==> src/rtl/spi_controller.sv <==
// SPI mode-0 initiator: one command beat becomes a 16-bit {rw, addr, wdata} frame, MSB first.
// Define SPI_CTRL_CIPO_EN to build the CIPO input and the rsp_rdata read-back register.
module spi_controller #(
  parameter int HALF_PERIOD = 4
) (
  input  logic       clk,
  input  logic       rst_n,
  input  logic       cmd_valid,
  output logic       cmd_ready,
  input  logic       cmd_rw,
  input  logic [6:0] cmd_addr,
  input  logic [7:0] cmd_wdata,
  output logic       sCLK,
  output logic       nCS,
  output logic       COPI,
  output logic       busy,
`ifdef SPI_CTRL_CIPO_EN
  input  logic       CIPO,
  output logic [7:0] rsp_rdata,
`endif
  output logic       done
);

  localparam int DIV_W = $clog2(2 * HALF_PERIOD);
  localparam logic [DIV_W-1:0] HALF_RELOAD = DIV_W'(HALF_PERIOD - 1);
  localparam logic [DIV_W-1:0] GAP_RELOAD  = DIV_W'(2 * HALF_PERIOD - 1);
  localparam logic [DIV_W-1:0] DIV_ONE     = DIV_W'(1);

  typedef enum logic [2:0] {IDLE, SETUP, SHIFT_HI, SHIFT_LO, GAP} state_t;

  state_t           state;
  logic [DIV_W-1:0] div_cnt;
  logic [3:0]       bit_cnt;
  logic [14:0]      shift_reg;
  logic             div_zero;

  assign div_zero = (div_cnt == '0);

  // bit 15 goes straight to COPI at accept, so only the remaining 15 bits are held for shifting
  always_ff @(posedge clk or negedge rst_n) begin
    if (!rst_n) begin
      state     <= IDLE;
      div_cnt   <= '0;
      bit_cnt   <= '0;
      shift_reg <= '0;
      sCLK      <= 1'b0;
      nCS       <= 1'b1;
      COPI      <= 1'b0;
      cmd_ready <= 1'b1;
      busy      <= 1'b0;
      done      <= 1'b0;
    end else begin
      done <= 1'b0;
      case (state)
        IDLE: begin
          if (cmd_valid) begin
            shift_reg <= {cmd_addr, cmd_wdata};
            COPI      <= cmd_rw;
            nCS       <= 1'b0;
            cmd_ready <= 1'b0;
            busy      <= 1'b1;
            bit_cnt   <= 4'd15;
            div_cnt   <= HALF_RELOAD;
            state     <= SETUP;
          end
        end
        SETUP: begin
          if (div_zero) begin
            sCLK    <= 1'b1;
            div_cnt <= HALF_RELOAD;
            state   <= SHIFT_HI;
          end else begin
            div_cnt <= div_cnt - DIV_ONE;
          end
        end
        SHIFT_HI: begin
          if (div_zero) begin
            sCLK    <= 1'b0;
            div_cnt <= HALF_RELOAD;
            state   <= SHIFT_LO;
            // after the last bit the low phase is a hold phase, COPI keeps bit 0
            if (bit_cnt != 4'd0) begin
              COPI      <= shift_reg[14];
              shift_reg <= {shift_reg[13:0], 1'b0};
            end
          end else begin
            div_cnt <= div_cnt - DIV_ONE;
          end
        end
        SHIFT_LO: begin
          if (div_zero) begin
            if (bit_cnt == 4'd0) begin
              nCS     <= 1'b1;
              COPI    <= 1'b0;
              done    <= 1'b1;
              div_cnt <= GAP_RELOAD;
              state   <= GAP;
            end else begin
              sCLK    <= 1'b1;
              bit_cnt <= bit_cnt - 4'd1;
              div_cnt <= HALF_RELOAD;
              state   <= SHIFT_HI;
            end
          end else begin
            div_cnt <= div_cnt - DIV_ONE;
          end
        end
        GAP: begin
          if (div_zero) begin
            cmd_ready <= 1'b1;
            busy      <= 1'b0;
            state     <= IDLE;
          end else begin
            div_cnt <= div_cnt - DIV_ONE;
          end
        end
        default: state <= IDLE;
      endcase
    end
  end

`ifdef SPI_CTRL_CIPO_EN
  logic [7:0] rsp_shift;

  // sample on the clk edge that raises sCLK for data bits 7..0 (bit_cnt 8..1 before the decrement)
  always_ff @(posedge clk or negedge rst_n) begin
    if (!rst_n) begin
      rsp_shift <= '0;
      rsp_rdata <= '0;
    end else if (state == SHIFT_LO && div_zero) begin
      if (bit_cnt != 4'd0 && bit_cnt <= 4'd8)
        rsp_shift <= {rsp_shift[6:0], CIPO};
      if (bit_cnt == 4'd0)
        rsp_rdata <= rsp_shift;
    end
  end
`endif

endmodule

==> config.mk <==
export PLATFORM = sky130hd
export DESIGN_NAME = spi_controller
export DESIGN_NICKNAME = d
export VERILOG_FILES = /design/src/rtl/spi_controller.sv
export SDC_FILE = /design/constraint.sdc
export NUM_CORES = 1
export LEC_CHECK = 0
export ABC_CLOCK_PERIOD_IN_PS = 1800
export CORE_MARGIN = 2
export CORE_UTILIZATION = 35
export CTS_BUF_LIST = sky130_fd_sc_hd__clkbuf_8
export DETAILED_ROUTE_END_ITERATION = 8
export SLEW_MARGIN = 20
export SYNTH_ARGS = -nofsm -noshare
export SYNTH_HDL_FRONTEND = slang
export SYNTH_SLANG_ARGS = --single-unit
export TNS_END_PERCENT = 5
==> constraint.sdc <==
create_clock -name clk -period 1.8 [get_ports clk]
set_input_delay 0.36 -clock clk [delete_from_list [all_inputs] [get_ports clk]]
set_output_delay 0.36 -clock clk [all_outputs]
set_load 0.02 [all_outputs]
==> flow_metrics.env <==
export IMPL_clk_latency_ps=280
export IMPL_end_kind="register"
export IMPL_clock_root_buffer="clkbuf_8"
export IMPL_grt_pass1_wl_um=6630
export IMPL_grt_ovfl_total=0
export IMPL_die_h_um=75.60
export IMPL_cts_hold_buf=0
export IMPL_diodes=0
export IMPL_grt_start_max_net_pins=32
export IMPL_post_synth_top_count_cell="dfrtp_1"
export IMPL_drt_iter0_drc=50
export IMPL_ys_async_sr_fraction_pct=100.0
export IMPL_grt_busiest_layer="met1"
export IMPL_io_pins=25
export IMPL_syn_area_per_cell_um2=10.43
export IMPL_ir_drop_mv=0.7115
export IMPL_worst_pin_slew_ps=427.1
export IMPL_leakagePower_nw=1.019
export IMPL_max_freq_mhz=571.1
export IMPL_numPortBuffers=24
export IMPL_dr_pass1_iters=5
export IMPL_synth_mux_area_share_pct=7.810
export IMPL_synth_area_leaders="dfrtp_1 (40%), a21oi_2 (9.8%), mux2i_1 (7.8%)"
export IMPL_seq_area_frac_synth_pct=43.38
export IMPL_syn_to_final_growth_pct=31.94
export IMPL_synthSimpleGateAreaFrac_pct=17.57
export IMPL_ys_warn_count=0
export IMPL_cp_startpoint="bit_cnt[0]$_DFFE_PN0P_"
export IMPL_dp_hpwl_um=2677
export IMPL_cts_tree="done"
export IMPL_final_hold_violation_count=0
export IMPL_drc=0
export IMPL_core_um2=5042
export IMPL_cpLargestDelayFamily="compound AO/OA/AOI/OAI gates"
export IMPL_first_global_vias=1336
export IMPL_gp_congestion=0.7795
export IMPL_clock_sinks=31
export IMPL_nets=233
export IMPL_cts_buffers=5
export IMPL_setup_viol=0
export IMPL_rows=26
export IMPL_cts_max_path_buffers=2
export IMPL_syn_inst=172
export IMPL_synth_fa_ha_area_share_pct=2.092
export IMPL_hold_path_class="input pin to async pin"
export IMPL_die_width_um=75.60
export IMPL_wl_per_cell_um=14.26
export IMPL_htreeDepth=2
export IMPL_path_buf_inv=1
export IMPL_slowest_stage="or3b_4"
export IMPL_power_density_nw_per_um2=1662
export IMPL_vias=1399
export IMPL_crit_arrival_ps=1910
export IMPL_timing_rr_start="bit_cnt[0]$_DFFE_PN0P_"
export IMPL_holdWs_ps=472.8
export IMPL_crit_path_cell_trace="inv_1 > ha_2 > or3b_4 > a31o_2 > a21oi_1 > a31oi_1"
export IMPL_fill_cells=476
export IMPL_layout_drive_gt1_share_pct=29.72
export IMPL_synth_common_cells="dfrtp_1 (29), a21oi_2 (20), a21oi_1 (18), nor2_1 (15), mux2i_1 (14)"
export IMPL_routed_wl_um=4020
export IMPL_syn_num_nets=194
export IMPL_grtUsageMet2_pct=21.93
export IMPL_finClkSkew_ps=6.886
export IMPL_antenna_found_initial=0
export IMPL_rsz0062_at_grt="true"
export IMPL_ys_types=44
export IMPL_maxSlewViolCount=0
export IMPL_synth_edf_count=0
export IMPL_ys_ff_latch=31
export IMPL_synth_top_family_by_area="compound AO/OA/AOI/OAI gates"
export IMPL_vias_per_cell=4.961
export IMPL_cp_max_fo=7
export IMPL_yosysTopAreaCellShare_pct=40.45
export IMPL_worstPathRequired_ps=1960
export IMPL_drv_cap=0
export IMPL_design_power_total_mw=3.934
export IMPL_period_needed_ps=1751
export IMPL_status="finished, final reports clean"
export IMPL_met1_usage_pct=22.71
export IMPL_initial_core_util_pct=35.58
export IMPL_synth_compound_area_share_pct=22.94
export IMPL_grt_total_usage_pct=15.52
export IMPL_synth_top_area_cell="dfrtp_1"
export IMPL_grtUsageMet3_pct=4.497
export IMPL_syn_area_um2=1794
export IMPL_synth_xor_area_share_pct=0.9763
export IMPL_dieArea_um2=5715
export IMPL_path_class="register to register"
export IMPL_cp_start_kind="register"
export IMPL_largest_reg_flops=15
export IMPL_max_stage_delay_ps=450
export IMPL_drtAntennaViolNets=0
export IMPL_clkTransAtPathRegs_ps=60
export IMPL_slew_headroom_pct=71.52
export IMPL_synth_main_ff_cell="dfrtp_1"
export IMPL_timing_final_crit_share_pct=97.28
-- cell type report --
cell class	count	area, um2	share of cell area (%)
timing repair buffer	41	410.4	17.34
sequential	31	778.2	32.88
inverter	5	18.77	0.7928
clock inverter	2	35.03	1.480
clock buffer	6	82.58	3.488
tap	70	87.58	3.700
multi-input combinational	127	954.7	40.33
-- kinds of logic after synthesis --
family,count (synthesis)
xor gates and xnor gates,2
and+or+nand+nor,50
DFF,31
muxes,14
AOI/OAI and AO/OA,57
adders and majority gates,3
buffers and inverters,15
-- worst register-to-register path, cell delays in order (launching register included) --
cell and delay (ps):
dfrtp_1 380, inv_1 80, ha_2 190, or3b_4 450
a31o_2 330, a21oi_1 170, a31oi_1 50
-- layout by cell type (no fill, tap or decap), types with 4 or more instances in the layout --
master,count
a21oi_1,15
a21oi_2,23
buf_4,14
clkbuf_8,6
clkdlybuf4s50_1,22
dfrtp_1,29
inv_1,5
mux2i_1,14
nand2_1,7
nor2_1,15
nor3_1,4
o21ai_0,6
-- stage by stage --
stage	util [%]	std cells	cell area, um2	setup slack, ps	setup TNS (ps)
3_3_place_gp	43.72	272	2205	-24.95	-24.95
6_report	46.95	282	2367	48.96	0
5_1_grt	46.95	282	2367	-30.00	-225.0
2_1_floorplan	-	172	1794	90.02	0
3_5_place_dp	43.72	272	2205	-37.57	-37.57
4_1_cts	46.05	280	2322	16.16	0
-- metal layers --
layer / vias to the layer above / wire length [um]
met4: 0 / 0
met5: - / 0
met3: 0 / 100
met2: 25 / 1938
li1: 705 / -
met1: 669 / 1981
-- worst paths after layout --
| kind | endpoint | slack [ps] | cells past startpoint |
|---|---|---|---|
| max | shift_reg[1]$_DFFE_PN0P_ | 50 | 6 |
| min | div_cnt[0]$_DFFE_PN0P_ | 470 | 2 |
| max reg2reg | shift_reg[1]$_DFFE_PN0P_ | 50 | 6 |
| min reg2reg | nCS$_DFFE_PN1P_ | 500 | 2 |
| max in group asynchronous | nCS$_DFFE_PN1P_ | 990 | 2 |
| min in group clk | nCS$_DFFE_PN1P_ | 500 | 2 |
-- repair_timing --
action                     4_1_cts  5_1_grt
setup buffers                    0        1
resized for setup                0        8
setup endpoints to repair        0       18
-- power by group --
group	switching [mW]	internal, mW	total, mW
registers	0.282	0.994	1.28
clock network	0.255	0.447	0.703
logic	1.02	0.937	1.96
total	1.56	2.38	3.93
Power figures use the tool's default switching activity.
